[config.mk]
export PLATFORM = sky130hd
export DESIGN_NAME = ssd1306_bus_arbiter_flat
export DESIGN_NICKNAME = d
export VERILOG_FILES = /design/src/rtl/ssd1306_pkg.sv /design/src/rtl/ssd1306_bus_arbiter_if.sv /design/src/rtl/ssd1306_bus_arbiter.sv /design/src/flat_wrapper.sv
export SDC_FILE = /design/constraint.sdc
export NUM_CORES = 1
export LEC_CHECK = 0
export ABC_AREA = 1
export BUFFER_PORTS_ARGS = -buffer_cell sky130_fd_sc_hd__buf_2
export CAP_MARGIN = 5
export CORE_MARGIN = 2
export CORE_UTILIZATION = 40
export CTS_CLUSTER_DIAMETER = 150
export DETAILED_ROUTE_END_ITERATION = 10
export HOLD_SLACK_MARGIN = 0.06
export PLACE_DENSITY = 0.77
export SLEW_MARGIN = 10
export SYNTH_ARGS = -nofsm -noshare
export SYNTH_HDL_FRONTEND = slang
export SYNTH_SLANG_ARGS = --single-unit
[constraint.sdc]
create_clock -name clk_in -period 4.2 [get_ports clk_in]
set_input_delay 0.84 -clock clk_in [delete_from_list [all_inputs] [get_ports clk_in]]
set_output_delay 0.84 -clock clk_in [all_outputs]
set_load 0.02 [all_outputs]
[src/rtl/ssd1306_pkg.sv]
// Shared types and constants for the SSD1306 panel bus: arbiter FSM states,
// D/C encodings and default sizing parameters.
package ssd1306_pkg;

  typedef logic [7:0] byte_t;

  typedef enum logic [2:0] {
    IDLE,
    SETUP,
    SEND,
    WAIT,
    GAP
  } arb_state_t;

  localparam logic DC_CMD  = 1'b0;
  localparam logic DC_DATA = 1'b1;

  localparam int CS_GAP_CYCLES_DEF  = 2;
  localparam int DATA_BURST_MAX_DEF = 16;

endpackage

[src/rtl/ssd1306_bus_arbiter_if.sv]
// Bundle of requester, shift-register and panel-control signals around the
// bus arbiter; slave is the arbiter's view, master the surrounding logic.
interface ssd1306_bus_arbiter_if;
  import ssd1306_pkg::*;

  logic  cmd_req;
  byte_t cmd_byte;
  logic  cmd_last;
  logic  cmd_ack;
  logic  dat_req;
  byte_t dat_byte;
  logic  dat_last;
  logic  dat_ack;
  logic  sr_start;
  byte_t sr_byte;
  logic  sr_ready;
  logic  oled_csn;
  logic  oled_dc;
  logic  busy;
  logic  grant_cmd;

  modport slave (
    input  cmd_req, cmd_byte, cmd_last, dat_req, dat_byte, dat_last, sr_ready,
    output cmd_ack, dat_ack, sr_start, sr_byte, oled_csn, oled_dc, busy, grant_cmd
  );

  modport master (
    output cmd_req, cmd_byte, cmd_last, dat_req, dat_byte, dat_last, sr_ready,
    input  cmd_ack, dat_ack, sr_start, sr_byte, oled_csn, oled_dc, busy, grant_cmd
  );

endinterface

[src/rtl/ssd1306_bus_arbiter.sv]
// Arbitrates command and pixel-data byte streams onto one SPI shift register,
// framing each group with chip select and a fixed CS-high gap.
module ssd1306_bus_arbiter
  import ssd1306_pkg::*;
#(
  parameter int CS_GAP_CYCLES  = CS_GAP_CYCLES_DEF,
  parameter int DATA_BURST_MAX = DATA_BURST_MAX_DEF
) (
  input logic                  clk_in,
  input logic                  reset,
  ssd1306_bus_arbiter_if.slave bus
);

  localparam logic [7:0] GAP_LAST    = 8'(CS_GAP_CYCLES - 1);
  localparam logic [7:0] BURST_LIMIT = 8'(DATA_BURST_MAX);

  arb_state_t r_state;
  arb_state_t w_next;
  logic       r_grant_cmd;
  logic       r_last;
  logic       r_wait_armed;
  logic [7:0] r_burst_cnt;
  logic [7:0] r_gap_cnt;

  logic       w_req;
  logic       w_last_in;
  logic       w_accept;
  logic       w_burst_full;
  byte_t      w_byte;

  // NOTE: every signal written here gets a default first, so no path leaves it unassigned and no latch is inferred.
  always_comb begin
    w_req        = r_grant_cmd ? bus.cmd_req  : bus.dat_req;
    w_byte       = r_grant_cmd ? bus.cmd_byte : bus.dat_byte;
    w_last_in    = r_grant_cmd ? bus.cmd_last : bus.dat_last;
    w_burst_full = !r_grant_cmd && (r_burst_cnt >= BURST_LIMIT);
    w_accept     = 1'b0;
    w_next       = r_state;

    case (r_state)
      IDLE:  if (bus.cmd_req || bus.dat_req) w_next = SETUP;
      SETUP: w_next = SEND;
      SEND: begin
        if (!w_req) begin
          w_next = GAP;
        end else if (bus.sr_ready) begin
          w_accept = 1'b1;
          w_next   = WAIT;
        end
      end
      // sr_ready is still stale in the first WAIT cycle, hence the arm flag.
      WAIT: begin
        if (r_wait_armed && bus.sr_ready) begin
          w_next = (r_last || w_burst_full) ? GAP : SEND;
        end
      end
      GAP:     if (r_gap_cnt == GAP_LAST) w_next = IDLE;
      default: w_next = IDLE;
    endcase

    // A byte presented while reset is asserted is abandoned, never acked.
    if (reset) begin
      w_accept = 1'b0;
      w_next   = IDLE;
    end
  end

  // NOTE: sequential state uses non-blocking assignments so every register samples pre-edge values.
  always_ff @(posedge clk_in) begin
    if (reset) r_state <= IDLE;
    else       r_state <= w_next;
  end

  always_ff @(posedge clk_in) begin
    if (reset) begin
      r_grant_cmd  <= 1'b0;
      r_last       <= 1'b0;
      r_wait_armed <= 1'b0;
      r_burst_cnt  <= 8'd0;
      r_gap_cnt    <= 8'd0;
    end else begin
      r_wait_armed <= (r_state == WAIT);
      r_gap_cnt    <= (r_state == GAP) ? r_gap_cnt + 8'd1 : 8'd0;

      if (r_state == IDLE) begin
        r_burst_cnt <= 8'd0;
        if (bus.cmd_req || bus.dat_req) r_grant_cmd <= bus.cmd_req;
      end

      if (w_accept) begin
        r_last <= w_last_in;
        if (!r_grant_cmd && (r_burst_cnt < BURST_LIMIT)) r_burst_cnt <= r_burst_cnt + 8'd1;
      end
    end
  end

  assign bus.sr_start  = w_accept;
  assign bus.sr_byte   = w_accept ? w_byte : 8'h00;
  assign bus.cmd_ack   = w_accept && r_grant_cmd;
  assign bus.dat_ack   = w_accept && !r_grant_cmd;
  assign bus.oled_csn  = !((r_state == SETUP) || (r_state == SEND) || (r_state == WAIT));
  assign bus.oled_dc   = ((r_state == IDLE) || r_grant_cmd) ? DC_CMD : DC_DATA;
  assign bus.busy      = (r_state != IDLE);
  assign bus.grant_cmd = r_grant_cmd;

endmodule
[src/flat_wrapper.sv]
// flat-port wrapper written by rule: the top's interface ports become plain ports
module ssd1306_bus_arbiter_flat import ssd1306_pkg::*;
#(
  parameter int CS_GAP_CYCLES  = CS_GAP_CYCLES_DEF,
  parameter int DATA_BURST_MAX = DATA_BURST_MAX_DEF
)
  (clk_in, reset, bus_cmd_req, bus_cmd_byte, bus_cmd_last, bus_dat_req, bus_dat_byte, bus_dat_last, bus_sr_ready, bus_cmd_ack, bus_dat_ack, bus_sr_start, bus_sr_byte, bus_oled_csn, bus_oled_dc, bus_busy, bus_grant_cmd);
  ssd1306_bus_arbiter_if bus_i ();
  input logic clk_in;
  input logic reset;
  input wire logic [$bits(bus_i.cmd_req)-1:0] bus_cmd_req;
  input wire logic [$bits(bus_i.cmd_byte)-1:0] bus_cmd_byte;
  input wire logic [$bits(bus_i.cmd_last)-1:0] bus_cmd_last;
  input wire logic [$bits(bus_i.dat_req)-1:0] bus_dat_req;
  input wire logic [$bits(bus_i.dat_byte)-1:0] bus_dat_byte;
  input wire logic [$bits(bus_i.dat_last)-1:0] bus_dat_last;
  input wire logic [$bits(bus_i.sr_ready)-1:0] bus_sr_ready;
  output wire logic [$bits(bus_i.cmd_ack)-1:0] bus_cmd_ack;
  output wire logic [$bits(bus_i.dat_ack)-1:0] bus_dat_ack;
  output wire logic [$bits(bus_i.sr_start)-1:0] bus_sr_start;
  output wire logic [$bits(bus_i.sr_byte)-1:0] bus_sr_byte;
  output wire logic [$bits(bus_i.oled_csn)-1:0] bus_oled_csn;
  output wire logic [$bits(bus_i.oled_dc)-1:0] bus_oled_dc;
  output wire logic [$bits(bus_i.busy)-1:0] bus_busy;
  output wire logic [$bits(bus_i.grant_cmd)-1:0] bus_grant_cmd;
  assign bus_i.cmd_req = bus_cmd_req;
  assign bus_i.cmd_byte = bus_cmd_byte;
  assign bus_i.cmd_last = bus_cmd_last;
  assign bus_i.dat_req = bus_dat_req;
  assign bus_i.dat_byte = bus_dat_byte;
  assign bus_i.dat_last = bus_dat_last;
  assign bus_i.sr_ready = bus_sr_ready;
  assign bus_cmd_ack = bus_i.cmd_ack;
  assign bus_dat_ack = bus_i.dat_ack;
  assign bus_sr_start = bus_i.sr_start;
  assign bus_sr_byte = bus_i.sr_byte;
  assign bus_oled_csn = bus_i.oled_csn;
  assign bus_oled_dc = bus_i.oled_dc;
  assign bus_busy = bus_i.busy;
  assign bus_grant_cmd = bus_i.grant_cmd;
  ssd1306_bus_arbiter #(.CS_GAP_CYCLES(CS_GAP_CYCLES), .DATA_BURST_MAX(DATA_BURST_MAX)) u_core (.clk_in(clk_in), .reset(reset), .bus(bus_i));
endmodule
== After elaboration in Yosys (flattened, before gate mapping) ==
Index checks and enable logic that the tools add are counted.
Storage, ports and cells
  bits in registers: 22
  output and inout bits: 15
  word-level logic and storage cells: 56
  bits of input ports: 23
Cells by class
  order comparisons: 2
  reductions and logical operators: 17
  mux-type cells: 19
  bitwise operators: 1
  $add $sub $neg: 2
  equal/unequal tests: 9
Operators with widths (number)
  8-bit 2-to-1 mux: 5
  3-bit 2-to-1 mux: 6
  8-bit by 1-bit adder with 8-bit output, second input constant: 2
  3-bit one-hot mux with 5 select lines: 1
  8-bit by 1-bit == test with 1-bit output, second input constant: 1
  8-bit by 5-bit greater-or-equal comparator with 1-bit output, second input constant: 1
  8-bit by 5-bit less-than comparator with 1-bit output, second input constant: 1
  1-bit 2-to-1 mux: 7
  3-bit by 2-bit == test with 1-bit output, second input constant: 2
  1-bit logical AND: 5
  1-bit logical OR: 5
  2-bit by 1-bit != test with 1-bit output, second input constant: 2
  4-bit AND reduction: 1
  3-bit by 1-bit == test with 1-bit output, second input constant: 1
  3-bit == test, second input constant: 1
  3-bit zero test: 1
  3-bit != test, second input constant: 1
  3-bit nonzero test: 1
  1-bit zero test: 2
  2-bit != test, second input constant: 1
  2-bit AND reduction: 1
  2-bit OR reduction: 1
  1-bit NOT: 1

== Longest topological paths before layout ==
Gate-level depths: netlist of the first run.
  word-level depth: 6
  depth in mapped cells: 11
  depth with buffers taken out: 11

== Worst setup path before layout of the first run ==
Ideal clock, no wire load.
  path kind: input to output
  start: in bus_cmd_req
  end: out bus_sr_byte[0]
  stages on the path: 10
  arrival time: 1.711 ns
  path buffers: 0
  slack: 1.649 ns
  path through: nand2_1 nand2_2 nand2_2 inv_2 nand2_2 inv_4 nand2_2 inv_4 nand2_1 nand2_1
Between the ends
  longest elaborated chain between the ends: 5
Ends and longest elaborated chain
  from (decl): line flat_wrapper.sv:11  | input wire logic [$bits(bus_i.cmd_req)-1:0] bus_cmd_req;
  1-bit 2-to-1 mux: line ssd1306_bus_arbiter.sv:33  | w_req = r_grant_cmd ? bus.cmd_req : bus.dat_req;
  1-bit 2-to-1 mux: line ssd1306_bus_arbiter.sv:44  | if (!w_req) begin
  1-bit 2-to-1 mux: line ssd1306_bus_arbiter.sv:40  | case (r_state)
  1-bit 2-to-1 mux: line ssd1306_bus_arbiter.sv:62  | if (reset) begin
  via bus_sr_start: line flat_wrapper.sv:20  | output wire logic [$bits(bus_i.sr_start)-1:0] bus_sr_start;
  8-bit 2-to-1 mux: line ssd1306_bus_arbiter.sv:98  | assign bus.sr_byte = w_accept ? w_byte : 8'h00;
  to (decl): line flat_wrapper.sv:21  | output wire logic [$bits(bus_i.sr_byte)-1:0] bus_sr_byte;
The timed path passes the listed nets, and every way through them passes these cells.

== Worst setup path in the final report of the first run ==
  start: in bus_cmd_req
  end: out bus_sr_byte[6]
Between the ends
  longest elaborated chain between the ends: 5
Ends and longest elaborated chain (line)
  1-bit 2-to-1 mux: ssd1306_bus_arbiter.sv:33
  1-bit 2-to-1 mux: ssd1306_bus_arbiter.sv:44
  1-bit 2-to-1 mux: ssd1306_bus_arbiter.sv:40
  1-bit 2-to-1 mux: ssd1306_bus_arbiter.sv:62
  8-bit 2-to-1 mux: ssd1306_bus_arbiter.sv:98
Every way passes these cells.

==> metrics, run 1 <==
post-route cell area=1533 sq um; # setup viols final=0; power per cell area=378.2 nW/um^2; Area Overhead vs Synth=20.93%; CTS Hold Buffers Added=0; worst hold slack=0.4465 ns; RSZ-0062 raised after global routing=false; worst slew pin tran=0.3751 ns; Synthesized Nets=235; Slew Limit Fails=0; slew margin rel.=74.93%; remaining global-route overflow=0; number of buffer cells added on primary ports=37; Switching Share=40.27%; commonest cells after routing, fill and taps aside=nand2_1, buf_2, nor2_1, inv_1, dfxtp_1; VDD IR max=0.0002500 V; Power Internal=346.3 uW; Worst-Skew Late Latency=0.31 ns; Initial Utilization=41.86%; post-CTS resize count=0; worst reg2reg setup slack=2.72 ns; sequential element share of the synthesized area=34.75%; clk sink count=22; hpwl dp=2082 microns; Final period util=63.68%; HP Start=u_core.r_burst_cnt[6]$_SDFF_PP0_; R2R Path End=u_core.r_state[0]$_SDFFE_PP0P_; Max Cap Viol=0; crit path launch type=input port; # DRC=0; cells after synthesis=208; fmax=0.3739 GHz; initial DRC count=44; Final Wtd Congestion=0.8897; Area after DPL=1496 sq um; First-pass DRT Iterations=4; Mapped Area=1267 sq um; pin count of the biggest net entering global routing=15; Synth Register Bits=22; first-pass GRT wire length=4181 microns; Root Driver=clkbuf_4; IO Pins=38; Synth Area per Inst=6.094 sq um; ANT cells=0; Crit Path Class=in -> out; CP max FO=9; Die Area=3635 sq um; worst hold path type=reg -> reg; status=complete, no violations; core area=3028 sq um; Worst Reg-to-Reg Cells=8; initial antenna violation count=0; Clk pin slew, worst setup/hold paths=0.12 ns; most common cell after layout, fill and taps aside=nand2_1; skew final=0.004408 ns; WP data arrival=1.83 ns; Rows=20; fraction of layout cells with a size suffix above 1=23.08%; Antenna Nets Post-Route=0; Vias/cell=4.340; unique cell type count in the Yosys netlist=22; leakage=0.0007895 uW; synth warn=0; Longest Clk Path Bufs=2; Final nets=275; worst hold endpoint=u_core.r_burst_cnt[6]$_SDFF_PP0_; Hold Fails Final Rpt=0; die height=60.29 microns; final setup TNS=0 ns; Min-Delay Path Depth=2; Critical R2R Launch=u_core.r_state[0]$_SDFFE_PP0P_; CTS tree=yes; Routed WL=2540 microns; Seq pwr share=41.8%; Setup Fix Bufs, Post-CTS=0; crit path time final=2.674 ns; clock power share=20.2%; DR WL/cell=8.729 microns; Gate power share=38.0%; CP required=3.36 ns; final core occ=50.62%; Via Count=1263; switching power=233.4 uW; CTS H-tree depth=1; CTS buffer count=3; critical path endpoint category=output pin; Total GRT Usage=15.07%; Die W=60.29 microns; vias in the first global route=1033
layout make-up:
class,count,area (sq um)
Fill cell,339,1495
Multi-Input combinational cell,152,690.7
Sequential cell,22,440.4
Timing Repair Buffer,37,185.2
Inverter,32,125.1
Tap cell,44,55.05
Clock buffer,4,36.28
sequential cells by signal, indices dropped and copies added (netlist names):
signal	count
u_core.r_state	3
u_core.r_wait_armed	1
u_core.r_burst_cnt	8
u_core.r_gap_cnt	8
u_core.bus.grant_cmd	1
u_core.r_last	1
critical path, stage by stage:
cell and delay [ns]:
buf_2 0.09, nand2_1 0.08, nand2_2 0.10, nand2_2 0.07, inv_2 0.06, nand2_2 0.07, inv_4 0.09, nand2_2 0.06
inv_4 0.10, nand2_1 0.05, nand2_1 0.05, buf_2 0.15
metal layers:
metal | share of wire [%] | track usage, %
met5 | 0 | 0
met4 | 0.87 | 4.127
met3 | 4.3 | 4.762
met2 | 48 | 25.00
met1 | 47 | 18.69
per-stage QoR:
step / power [uW] / setup slack, ns / cells
floorplan: 413.8 / 1.649 / 208
global placement: 465.5 / 1.550 / 287
detailed placement: 469.2 / 1.527 / 287
CTS: 589.6 / 1.524 / 291
global route: 631.0 / 1.368 / 291
finish: 579.7 / 1.526 / 291
cells by family (layout without fill, tap and decap cells):
logic type | after synthesis | in the layout | synth area share, %
compound gates | 15 | 15 | 6.417
xor+xnor | 2 | 2 | 1.382
fa+ha+maj | 4 | 4 | 3.949
buf+inv | 34 | 73 | 10.76
flops | 22 | 22 | 34.75
simple gates | 131 | 131 | 42.75
cells in the mapped netlist (all sizes together):
cell | number | share of area [%]
buf | 1 | 0.59
nand3 | 11 | 4.3
o21ai | 5 | 2.0
a21oi | 9 | 3.9
a211oi | 1 | 0.59
nand3b | 1 | 0.59
dfxtp | 22 | 35
ha | 4 | 3.9
nor3 | 2 | 0.79
nor2 | 38 | 12
inv | 32 | 9.9
nor4 | 1 | 0.49
nand2 | 77 | 24
clkbuf | 1 | 0.30
or2 | 1 | 0.49
xor2 | 2 | 1.4
worst max-delay path by stage:
stage | startpoint | endpoint | depth (start not counted)
5_1_grt | u_core.bus.grant_cmd$_SDFFE_PP0P_ | bus_sr_byte[5] | 11
2_1_floorplan | bus_cmd_req | bus_sr_byte[0] | 10
3_3_place_gp | bus_cmd_req | bus_sr_byte[0] | 12
4_1_cts | reset | bus_sr_byte[6] | 9
3_5_place_dp | reset | bus_sr_byte[6] | 9
6_report | bus_cmd_req | bus_sr_byte[6] | 12
power by group through the flow:
stage               Clock [uW]  Sequential (uW)  Combinational [uW]
floorplan                    0              248                 166
global placement             0              247                 218
detailed placement           0              248                 222
CTS                        124              243                 222
global route               132              247                 251
finish                     117              242                 220
No activity file was read; power rests on OpenSTA's default activity.
==> inputs of run 2 (changes only) <==
--- a/config.mk
+++ b/config.mk
@@ -5,7 +5,7 @@
 export SDC_FILE = /design/constraint.sdc
 export NUM_CORES = 1
 export LEC_CHECK = 0
-export ABC_AREA = 1
+export ABC_AREA = 0
 export BUFFER_PORTS_ARGS = -buffer_cell sky130_fd_sc_hd__buf_2
 export CAP_MARGIN = 5
 export CORE_MARGIN = 2
@@ -13,7 +13,7 @@
 export CTS_CLUSTER_DIAMETER = 150
 export DETAILED_ROUTE_END_ITERATION = 10
 export HOLD_SLACK_MARGIN = 0.06
-export PLACE_DENSITY = 0.77
+export PLACE_DENSITY = 0.79
 export SLEW_MARGIN = 10
 export SYNTH_ARGS = -nofsm -noshare
 export SYNTH_HDL_FRONTEND = slang
==> constraint.sdc (replaced) <==
create_clock -name clk_in -period 2.4 [get_ports clk_in]
set_input_delay 0.48 -clock clk_in [delete_from_list [all_inputs] [get_ports clk_in]]
set_output_delay 0.48 -clock clk_in [all_outputs]
set_load 0.02 [all_outputs]
==> run 2 against run 1 <==
Clock skew increased by 0.0037 ns. Die area down 3.6%. Non-clock buffer count rose by 4. Global-route usage fell by 0.61 points. Sequential power grew 80%. Power grew 78%. Critical path type is now reg -> out. Largest cell class unchanged. Largest power group unchanged.
==> metrics, run 2 <==
status=complete, no violations; worst reg2reg setup slack=0.76 ns (-1.96 ns); hpwl dp=1890 microns (-9.2%); Routed WL=2416 microns (-4.9%); sequential element share of the synthesized area=36.14% (+1.4 points); leakage=0.0006322 uW (-20%); synth warn=0 (unchanged); Switching Share=38.62% (-1.6 points); Slew Limit Fails=0 (unchanged); first-pass GRT wire length=3898 microns (-6.8%); Die W=59.20 microns (-1.8%); largest stage delay on the critical path=0.38 ns (+0.23 ns); Synth async-reset ratio=0% (unchanged); final setup TNS=0 ns (unchanged); IO Pins=38 (unchanged); # setup viols final=0 (unchanged); ANT cells=0 (unchanged); Die Area=3504 sq um (-3.6%); pin count of the biggest net entering global routing=17 (+2); slew margin rel.=67.64% (-7.3 points); Final nets=201 (-27%); Total GRT Usage=14.47% (-0.61 points); Synthesized Nets=161 (-31%); Min-Delay Path Depth=3 (+1); unique cell type count in the Yosys netlist=45 (+100%); VDD IR max=0.0003964 V (+59%); Largest delay share family, worst path=simple AND/OR/NAND/NOR gates; fmax=0.4501 GHz; worst hold path type=in -> reg; critical path endpoint category=output pin; skew final=0.008123 ns (+0.003715 ns); crit path time final=2.222 ns; Mapped Area=1219 sq um (-3.8%); Seq pwr share=42.2% (+0.4 points); worst slew pin tran=0.4847 ns (+0.1096 ns); die height=59.20 microns (-1.8%); Via Count=1047 (-17%); top cells by area, synth=dfxtp_1, mux2i_1, nor2_1, ha_1, xor2_1; placed insts=202 (-30%); cell taking the most area after synthesis=dfxtp_1; # DRC=0 (unchanged); vias in the first global route=928 (-10%); Synth top cells by count=nor2_1, dfxtp_1, mux2i_1; CP Cell Sequence=nor2_1 -> and2_1 -> nand3_2 -> inv_2 -> and2_1 -> buf_2; Critical R2R Launch=u_core.bus.grant_cmd$_SDFFE_PP0P_; cells after synthesis=134 (-36%); First-pass DRT Iterations=4 (unchanged); worst hold endpoint=u_core.bus.grant_cmd$_SDFFE_PP0P_; remaining global-route overflow=0 (unchanged); DR WL/cell=11.79 microns (+35%); non-filler cells, final=205 (-30%); CTS H-tree depth=1 (unchanged); Hold Fails Final Rpt=0 (unchanged); final core occ=48.87% (-1.8 points); Area Overhead vs Synth=19.40%; Vias/cell=5.107 (+18%); EDFF count, synth=0 (unchanged); R2R Path End=u_core.r_burst_cnt[1]$_SDFF_PP0_; Final period util=92.57%; CP most frequent cell=and2_1; clk sink count=22 (unchanged); Max Cap Viol=0 (unchanged); Initial Utilization=40.92% (-0.94 points); Final Total Pwr=1029 uW (+78%); commonest cells after routing, fill and taps aside=buf_2, nor2_1, dfxtp_1, mux2i_1, inv_1; CP max FO=10 (+1); crit path launch type=flop; Power Internal=631.6 uW (+82%); CTS buffer count=3 (unchanged); largest registers=u_core.r_burst_cnt x8, u_core.r_gap_cnt x8, u_core.r_state x3; Primary FF master, synth=dfxtp_1; post-CTS resize count=0 (unchanged); Setup Fix Bufs, Post-CTS=0 (unchanged); Antenna Nets Post-Route=0 (unchanged); Final Wtd Congestion=0.8389 (-5.7%); number of buffer cells added on primary ports=37 (unchanged); core area=2978 sq um (-1.7%); Root Driver=clkbuf_4; most frequent cell after synthesis=nor2_1; WP data arrival=1.74 ns (-0.09 ns); CP required=1.92 ns (-1.44 ns); Clk pin slew, worst setup/hold paths=0.12 ns (about the same); most common cell after layout, fill and taps aside=buf_2; initial antenna violation count=0 (unchanged); CTS Hold Buffers Added=0 (unchanged); Crit Path Class=reg -> out; Worst Reg-to-Reg Cells=6 (-2); RSZ-0062 raised after global routing=false; slowest CP cell=dfxtp_1; Bufs and invs on worst path=2 (-3); clock power share=15.5% (-4.7 points); Longest Clk Path Bufs=2 (unchanged); power per cell area=707.2 nW/um^2 (+87%); HP Start=bus_cmd_req; Synth Register Bits=22 (unchanged); Gate power share=42.2% (+4.2 points); Synth Area per Inst=9.095 sq um (+49%); CTS tree=yes; initial DRC count=29 (-34%); fraction of layout cells with a size suffix above 1=32.56% (+9.5 points); switching power=397.5 uW (+70%); Yosys top cell area share=36.14% (+1.4 points); Rows=20 (unchanged); Worst-Skew Late Latency=0.30 ns (about the same)
-- run 2: changes by cell type in the layout (fill, tap and decap cells not counted), sizes merged, moves of 3 or more --
cell   before  now
a21oi       9    4
and2        0    5
and3        0    3
buf        37   41
inv        32    7
mux2i       0   11
nand2      77    5
nand3      11    6
nor2       38   25
-- run 2: metal layers --
metal	vias up	GRT usage [%]	share of wire (%)
met5	-	0	0
met4	0	5.844	0
met3	0	2.183	4.9
met2	37	24.33	48
met1	471	18.36	47
li1	539	-	-
-- run 2: stage by stage --
stage	cell area, sq um	setup WS (ns)	hold WS, ns
floorplan	1219	0.4788	0.4295
global placement	1433	0.3429	0.4438
detailed placement	1433	0.3120	0.4512
CTS	1455	0.1670	0.4448
global route	1455	0.03465	0.4601
finish	1455	0.1783	0.4571
-- run 2: cell type report --
class | instances | area, sq um
clock buffers | 3 | 22.52
fillers | 301 | 1523
inverters | 7 | 26.28
multi-input cells | 99 | 709.4
flip-flops and latches | 22 | 440.4
well taps | 33 | 41.29
repair buffers | 41 | 215.2
-- run 2: how the worst max path moves through the flow --
| stage | from | to | depth (start not counted) |
|---|---|---|---|
| after floorplan | u_core.bus.grant_cmd$_SDFFE_PP0P_ | bus_cmd_ack | 6 |
| after global placement | reset | bus_cmd_ack | 7 |
| after detailed placement | reset | bus_cmd_ack | 7 |
| after CTS | u_core.r_state[2]$_SDFFE_PP0P_ | bus_cmd_ack | 6 |
| after global routing | u_core.r_state[2]$_SDFFE_PP0P_ | bus_cmd_ack | 6 |
| final | u_core.r_state[2]$_SDFFE_PP0P_ | bus_cmd_ack | 6 |
-- run 2: cells by family after synthesis --
group	Yosys count	synth area share, %
AOI/OAI and AO/OA	19	10.99
xor gates and xnor gates	6	4.312
adders and majority gates	4	4.107
buffers and inverters	13	5.646
DFF	22	36.14
muxes	12	10.27
and+or+nand+nor	58	28.54
-- run 2: power by group through the flow --
stage / Combinational (uW) / Clock [uW] / Sequential (uW)
after global routing: 472 / 186 / 440
final: 434 / 160 / 435
after CTS: 437 / 172 / 434
after detailed placement: 434 / 0 / 443
after global placement: 433 / 0 / 441
after floorplan: 353 / 0 / 425
-- run 2: tightest hold or removal path, stage by stage --
cell	delay, ns
buf_2	0.10
a22oi_1	0.07
nor2_1	0.08
==> inputs of run 3 (changes only) <==
--- a/config.mk
+++ b/config.mk
@@ -6,14 +6,14 @@
 export NUM_CORES = 1
 export LEC_CHECK = 0
 export ABC_AREA = 0
-export BUFFER_PORTS_ARGS = -buffer_cell sky130_fd_sc_hd__buf_2
+export BUFFER_PORTS_ARGS = -buffer_cell sky130_fd_sc_hd__buf_4
 export CAP_MARGIN = 5
 export CORE_MARGIN = 2
-export CORE_UTILIZATION = 40
+export CORE_UTILIZATION = 30
 export CTS_CLUSTER_DIAMETER = 150
 export DETAILED_ROUTE_END_ITERATION = 10
 export HOLD_SLACK_MARGIN = 0.06
-export PLACE_DENSITY = 0.79
+export PLACE_DENSITY = 0.65
 export SLEW_MARGIN = 10
 export SYNTH_ARGS = -nofsm -noshare
 export SYNTH_HDL_FRONTEND = slang
==> run 3 against run 2 <==
Sequential cell count unchanged. Non-clock buffer count is 1 lower. Sequential share of layout area fell by 2.6 points. Clock-buffer cell count up 1. Clock power rose by 66%. Hold slack better by 0.0061 ns.
==> metrics, run 3 (synthesized netlist as in run 2, its figures left out) <==
RSZ-0062 raised after global routing=false; crit path launch type=flop; CP max FO=12 (+2); switching power=414.4 uW (+4.3%); Final period util=89.02% (-3.6 points); commonest cells after routing, fill and taps aside=buf_4, nor2_1, dfxtp_1, mux2i_1, inv_1; initial antenna violation count=0 (unchanged); Hold Fails Final Rpt=0 (unchanged); slowest CP cell=dfxtp_1; placed insts=218 (+7.9%); worst slew pin tran=0.4862 ns (+0.001436 ns); ANT cells=0 (unchanged); Vias/cell=4.743 (-7.1%); clk sink count=22 (unchanged); CTS buffer count=3 (unchanged); Slew Limit Fails=0 (unchanged); Total GRT Usage=11.81% (-2.7 points); leakage=0.0006627 uW (+4.8%); hpwl dp=1916 microns (+1.4%); largest stage delay on the critical path=0.63 ns (+0.25 ns); CTS tree=yes; IO Pins=38 (unchanged); die height=67.74 microns (+14%); CTS H-tree depth=1 (unchanged); most common cell after layout, fill and taps aside=buf_4; worst hold path type=reg -> reg; vias in the first global route=958 (+3.2%); Final Wtd Congestion=0.7369 (-12%); clock power share=22.8% (+7.3 points); fmax=0.4681 GHz (+4.0%); power per cell area=732.8 nW/um^2 (+3.6%); Rows=23 (+15%); Seq pwr share=37.1% (-5.1 points); Initial Utilization=30.91% (-10 points); Worst Reg-to-Reg Cells=5 (-1); non-filler cells, final=222 (+8.3%); core area=3943 sq um (+32%); layer with the highest usage=met2; Die W=67.74 microns (+14%); WP data arrival=1.66 ns (-0.08 ns); Worst-Skew Late Latency=0.26 ns (-0.04 ns); Via Count=1053 (+0.57%); slew margin rel.=67.54% (-0.096 points); Final nets=200 (-0.50%); post-CTS resize count=0 (unchanged); critical path endpoint category=output pin; Setup Fix Bufs, Post-CTS=0 (unchanged); Die Area=4588 sq um (+31%); CP required=1.92 ns (about the same); DR WL/cell=11.17 microns (-5.2%); largest registers=u_core.r_burst_cnt x8, u_core.r_gap_cnt x8, u_core.r_state x3; Switching Share=35.48% (-3.1 points); final setup TNS=0 ns (unchanged); # setup viols final=0 (unchanged); initial DRC count=27 (-6.9%); number of buffer cells added on primary ports=37 (unchanged); Area Overhead vs Synth=30.80%; Gate power share=40.1% (-2.1 points); fraction of layout cells with a size suffix above 1=32.56% (unchanged); met2 Usage GRT=19.98% (-4.4 points); Antenna Nets Post-Route=0 (unchanged); status=complete, no violations; Longest Clk Path Bufs=2 (unchanged); Power Internal=753.7 uW (+19%); First-pass DRT Iterations=4 (unchanged); CTS Hold Buffers Added=0 (unchanged); CP Cell Sequence=nor2_1 -> nand3_2 -> inv_2 -> and2_1 -> buf_4; Max Cap Viol=0 (unchanged); Root Driver=clkbuf_8; # DRC=0 (unchanged); Min-Delay Path Depth=1 (-2); grt met1 use=14.42% (-3.9 points); first-pass GRT wire length=4057 microns (+4.1%); remaining global-route overflow=0 (unchanged); Crit Path Class=reg -> out; skew final=0.003441 ns (-0.004683 ns); VDD IR max=0.0002574 V (-35%); crit path time final=2.136 ns (-0.08523 ns); Routed WL=2479 microns (+2.6%); pin count of the biggest net entering global routing=17 (unchanged); Clk pin slew, worst setup/hold paths=0.08 ns (-0.04 ns); routing usage on met3=1.167% (-1.0 points)
[run 3: cell count changes in the layout (fill, tap and decap cells not counted)]
cell	delta
buf_4	+36
clkbuf_4	-3
clkbuf_8	+4
buf_2	-37
[run 3: critical path: cells and delay by family, from the launching register on]
kind	cells	cell delay [ns]
flops	1	0.63
simple gates	3	0.54
buf+inv	2	0.23
[run 3: final cells by class]
cell class	count	area [sq um]
tap	50	62.56
clock buffer	4	55.05
fill	412	2349
multi-input combinational	99	709.4
inverter	7	26.28
timing repair buffer	40	300.3
sequential	22	440.4
[run 3: layer usage]
metal,routed length [microns],up-vias,part of all wire [%]
li1,-,537,-
met1,1147,471,46
met2,1137,40,46
met3,137,5,5.5
met4,55,0,2.2
met5,0,-,0
[run 3: final timing paths]
kind                            slack (ns)                         startpoint                          endpoint
worst min register to register        0.46     u_core.r_gap_cnt[0]$_SDFF_PP0_    u_core.r_gap_cnt[0]$_SDFF_PP0_
worst min-delay path                  0.46     u_core.r_gap_cnt[0]$_SDFF_PP0_    u_core.r_gap_cnt[0]$_SDFF_PP0_
worst max register to register        0.77  u_core.bus.grant_cmd$_SDFFE_PP0P_  u_core.r_burst_cnt[2]$_SDFF_PP0_
worst max-delay path                  0.26     u_core.r_state[0]$_SDFFE_PP0P_                       bus_cmd_ack
[run 3: power by group through the flow]
stage / Combinational [uW] / Clock (uW) / Sequential (uW)
after floorplan: 353 / 0 / 425
after global placement: 472 / 0 / 443
after detailed placement: 475 / 0 / 441
after CTS: 479 / 277 / 433
after global routing: 517 / 290 / 440
final: 468 / 266 / 434
[run 3: per-stage QoR]
stage	instance area (sq um)	hold slack, ns	util [%]	setup slack (ns)	total power [uW]
floorplan	1219	0.4295	-	0.4788	778.5
global placement	1539	0.4464	39.04	0.3235	915.2
detailed placement	1539	0.4496	39.04	0.2820	916.5
CTS	1594	0.4684	40.43	0.2569	1189
global route	1594	0.4900	40.43	0.1115	1247
finish	1594	0.4632	40.43	0.2635	1168
